<file path="src/rtl/tt_um_accelshark_psg_period_meter.sv">
// Measures the period and high time of a slow asynchronous input in clk cycles.
// Latency: period_valid rises SYNC_STAGES+1 clk edges after the sig_in rising edge that closes a period.
// Backpressure: none; results are a one-cycle strobe and must be captured while period_valid is high.
module tt_um_accelshark_psg_period_meter #(
    parameter int CNT_W       = 16,
    parameter int SYNC_STAGES = 2
) (
    input  logic             clk,
    input  logic             rst_n,
    input  logic             ena,
    input  logic             sig_in,
    output logic [CNT_W-1:0] period,
    output logic [CNT_W-1:0] high_time,
    output logic             period_valid,
    output logic             no_signal
);

    localparam logic [CNT_W-1:0] MAX = {CNT_W{1'b1}};
    localparam logic [CNT_W-1:0] ONE = {{(CNT_W-1){1'b0}}, 1'b1};

    // IDLE: waiting for a first edge; ARMED: first period open; RUN: steady measurement
    typedef enum logic [1:0] {IDLE, ARMED, RUN} state_t;

    state_t                 state, state_nxt;
    logic [SYNC_STAGES-1:0] sync_q;
    logic                   s, s_d, rise, fall;
    logic [CNT_W-1:0]       cnt, cnt_nxt;
    logic [CNT_W-1:0]       hcnt, hcnt_nxt;
    logic [CNT_W-1:0]       hshadow, hshadow_nxt;
    logic [CNT_W-1:0]       period_nxt, high_nxt;
    logic                   pv_nxt, ns_nxt;

    assign s    = sync_q[SYNC_STAGES-1];
    assign rise = s & ~s_d;
    assign fall = ~s & s_d;

    // Synchroniser and previous-level flop; runs regardless of ena so re-enable needs no flush
    always_ff @(posedge clk or negedge rst_n) begin
        if (!rst_n) begin
            sync_q <= '0;
            s_d    <= 1'b0;
        end else begin
            sync_q <= {sync_q[SYNC_STAGES-2:0], sig_in};
            s_d    <= s;
        end
    end

    // Measurement state, counters and registered results
    always_ff @(posedge clk or negedge rst_n) begin
        if (!rst_n) begin
            state        <= IDLE;
            cnt          <= '0;
            hcnt         <= '0;
            hshadow      <= '0;
            period       <= '0;
            high_time    <= '0;
            period_valid <= 1'b0;
            no_signal    <= 1'b1;
        end else begin
            state        <= state_nxt;
            cnt          <= cnt_nxt;
            hcnt         <= hcnt_nxt;
            hshadow      <= hshadow_nxt;
            period       <= period_nxt;
            high_time    <= high_nxt;
            period_valid <= pv_nxt;
            no_signal    <= ns_nxt;
        end
    end

    // Next state: a rise closes a period (except the very first), a saturated count times out
    always_comb begin
        state_nxt   = state;
        cnt_nxt     = cnt;
        hcnt_nxt    = hcnt;
        hshadow_nxt = hshadow;
        period_nxt  = period;
        high_nxt    = high_time;
        pv_nxt      = 1'b0;
        ns_nxt      = no_signal;
        if (!ena) begin
            state_nxt   = IDLE;
            cnt_nxt     = '0;
            hcnt_nxt    = '0;
            hshadow_nxt = '0;
            ns_nxt      = 1'b1;
        end else begin
            case (state)
                IDLE: begin
                    cnt_nxt  = '0;
                    hcnt_nxt = '0;
                    if (rise) begin
                        state_nxt   = ARMED;
                        cnt_nxt     = ONE;
                        hcnt_nxt    = ONE;
                        hshadow_nxt = '0;
                    end
                end
                default: begin
                    // ARMED and RUN behave alike; RUN only records that a result exists
                    if (rise) begin
                        period_nxt  = cnt;
                        high_nxt    = hshadow;
                        pv_nxt      = 1'b1;
                        cnt_nxt     = ONE;
                        hcnt_nxt    = ONE;
                        hshadow_nxt = '0;
                        state_nxt   = RUN;
                        ns_nxt      = 1'b0;
                    end else if (cnt == MAX) begin
                        // No rise within the counter range: drop back and wait for a fresh edge
                        state_nxt = IDLE;
                        cnt_nxt   = '0;
                        hcnt_nxt  = '0;
                        ns_nxt    = 1'b1;
                    end else begin
                        cnt_nxt = cnt + ONE;
                        if (s && (hcnt != MAX)) begin
                            hcnt_nxt = hcnt + ONE;
                        end
                        if (fall) begin
                            hshadow_nxt = hcnt;
                        end
                    end
                end
            endcase
        end
    end

endmodule
</file>
<file path="config.mk">
export PLATFORM = sky130hd
export DESIGN_NAME = tt_um_accelshark_psg_period_meter
export DESIGN_NICKNAME = d
export VERILOG_FILES = /design/src/rtl/tt_um_accelshark_psg_period_meter.sv
export SDC_FILE = /design/constraint.sdc
export NUM_CORES = 1
export LEC_CHECK = 0
export BUFFER_PORTS_ARGS = -buffer_cell sky130_fd_sc_hd__clkbuf_2
export CORE_MARGIN = 5
export CORE_UTILIZATION = 40
export DETAILED_ROUTE_END_ITERATION = 7
export PLACE_DENSITY = 0.64
export SYNTH_ARGS = -nofsm -noshare
export SYNTH_HDL_FRONTEND = slang
export SYNTH_SLANG_ARGS = --single-unit
</file>
<file path="constraint.sdc">
create_clock -name clk -period 2.95 [get_ports clk]
set_clock_uncertainty 0.1 [all_clocks]
set_input_delay 0.7375 -clock clk [delete_from_list [all_inputs] [get_ports clk]]
set_output_delay 0.7375 -clock clk [all_outputs]
set_load 0.02 [all_outputs]
</file>
==> metrics.txt <==
run status complete, no violations; Synth Cell Area 0.004130 mm^2; drt first pass iters 4; Die Y-Extent 111.6 um; CP Data Arrival Time 2450 ps; Pwr per Cell Area 468.0 mW/mm^2; Post-synth EDFFs 0; Routed WL 8.525 mm; Post-Syn Area per Cell 11.19 um^2; top cell type's share of synthesized area 0.5211; total global-route track usage 0.1457; detailed placement HPWL 5.695 mm; CTS H-tree lvls 3; post-CTS setup buffers 0; crit path max fanout 27; Max Cap Violations 0; routed length per instance 15.70 um; syn_nets 375; num rows 37; worst hold path type reg2reg; layout cells sized above 1 0.2924; critical path's largest stage delay 750 ps; Initial Util 0.4055; endpoints failing setup 0; Die Width 111.6 um; Synth Area in Adders 0.006059; static leakage 2.011 nW; Post-Syn Instances 369; placed inst area 0.004431 mm^2; synth unique cells 49; XOR/XNOR Fraction of Synth Area 0.02333; maximum clock path buffer count 2; initial antenna violation count 0; n_diodes 0; aggregate negative setup slack 0 ps; core area 0.01018 mm^2; Sink Count 87; highest-delay cell along the critical path or4_4; fin util 0.4548; worst slew pin tran 1094 ps; Via density 5.517; worst vdd ir 0.0002115 V; main combinational cell family by area after synthesis simple AND/OR/NAND/NOR gates; number of port buffers 37; fin area 0.004632 mm^2; Period Utilization, post-route 0.7868; Synth area leaders dfrtp_1 52%, mux2_2 8.7%, a22oi_2 4.2%; CP bufs+invs 0; WHS 253.5 ps; Vias 2996; achievable clock frequency 0.4308 GHz; CP Data Required Time 3080 ps; Slew Viols, Final 0; RePlAce Congestion 0.7836; clock slew at reported path FFs 80 ps; ys flop type dfrtp_1; CTS tree built; sequential fraction of the synthesis area 0.5274; Nets 408; Critical Path Sink Type flop; simple-gate share of the synthesized area 0.1866; full die area 0.01246 mm^2; grt ovf 0; synthesized flop and latch total 87; largest area contributor in the netlist dfrtp_1; Compound-Gate Fraction of Synth Area 0.1294; CP Cell Sequence ha_1 > nand4_4 > or4_4 > nand2_4 > nor3_1; Hold Buf Count CTS 0; number of global-route vias before repair 2978; Hold Fails Final Rpt 0; largest net degree at the start of global routing 88; remaining routing DRC violations 0; startpoint class of the critical path flop; CP top delay family simple AND/OR/NAND/NOR gates; multiplexer area fraction after synthesis 0.08967; Root Driver clkbuf_8; num ports 38; unrepaired setup endpoints after global routing no; Worst-Skew Late Latency 360 ps; Iteration-0 DRC Markers 208; Rel. slew slack 0.2659; area added between synthesis and finish 12.15%; Synthesis Warnings 0; kind of critical path reg2reg; Final min period 2321 ps; async set-reset flop share out of synthesis 1.000; ANT nets after route 0; Num CTS Buffers 9; first-pass GRT wire length 15.10 mm; # resized after CTS 0
==> placed cells by master (no fill, tap or decap), types with 11 or more instances in the layout <==
cell / instances
a21oi_1: 19
a22oi_2: 14
and3_1: 16
clkbuf_2: 36
clkbuf_8: 11
dfrtp_1: 86
mux2_2: 32
nand2_1: 27
nand3_1: 12
nor2_1: 19
o22ai_1: 16
==> kinds of logic (layout without fill, tap and decap cells) <==
group                      after synthesis  in the layout
DFF                                     87             87
muxes                                   33             33
AOI/OAI and AO/OA                       72             72
and+or+nand+nor                        134            134
buffers and inverters                   30             68
xor gates and xnor gates                11             11
adders and majority gates                2              2
==> report_power, final <==
group / switching, mW / internal [mW]
clock network: 0.413 / 0.437
registers: 0.00992 / 1.20
logic: 0.0803 / 0.0256
==> layer usage <==
layer | up-vias | track usage | share of wire
li1 | 1432 | - | -
met1 | 1489 | 0.2066 | 0.48
met2 | 65 | 0.2179 | 0.46
met3 | 10 | 0.03750 | 0.046
met4 | 0 | 0.04947 | 0.014
met5 | - | 0 | 0
==> cells in the mapped netlist, drive strengths merged, types with 2 or more instances <==
cell type	n
a21oi	20
a22oi	14
and2	2
and3	17
and4	2
buf	11
clkbuf	10
dfrtp	86
ha	2
inv	9
mux2	32
nand2	28
nand3	13
nand3b	2
nand4	11
nor2	19
nor3	9
nor4	8
o211ai	2
o21ai	7
o22ai	16
o31ai	8
o41a	2
or2	2
or3	13
or4	7
xnor2	8
xor2	3
==> registers in the layout, indices dropped and copies added, names as in the netlist <==
name          cells
cnt              16
sync_q            2
period           16
hcnt             16
period_valid      1
high_time        16
state             2
s_d               1
no_signal         1
hshadow          16
==> per-stage QoR <==
stage | total power, mW | setup slack [ps] | cells
floorplan | 1.294 | 989.2 | 369
global placement | 1.342 | 718.9 | 527
detailed placement | 1.344 | 630.0 | 527
CTS | 2.195 | 622.2 | 543
global route | 2.263 | 499.8 | 543
finish | 2.168 | 628.9 | 543
==> path summary, 6_finish.rpt <==
path | start | endpoint | slack (ps) | depth (start not counted)
worst max-delay path | cnt[1] | hcnt[14] | 630 | 5
worst min-delay path | sync_q[0] | sync_q[1] | 250 | 0
worst max register to register | cnt[1] | hcnt[14] | 630 | 5
worst min register to register | sync_q[0] | sync_q[1] | 250 | 0
max in group asynchronous | rst_n | cnt[1] | 2070 | 2
min in group asynchronous | rst_n | hcnt[4] | 280 | 2
==> cell type report <==
class,count,area [um^2]
repair buffers,43,245.2
clock inverters,3,42.54
multi-input cells,252,1803
inverters,9,33.78
flip-flops and latches,87,2178
clock buffers,13,158.9
well taps,136,170.2
fillers,970,5553
Power figures use the tool's default switching activity.
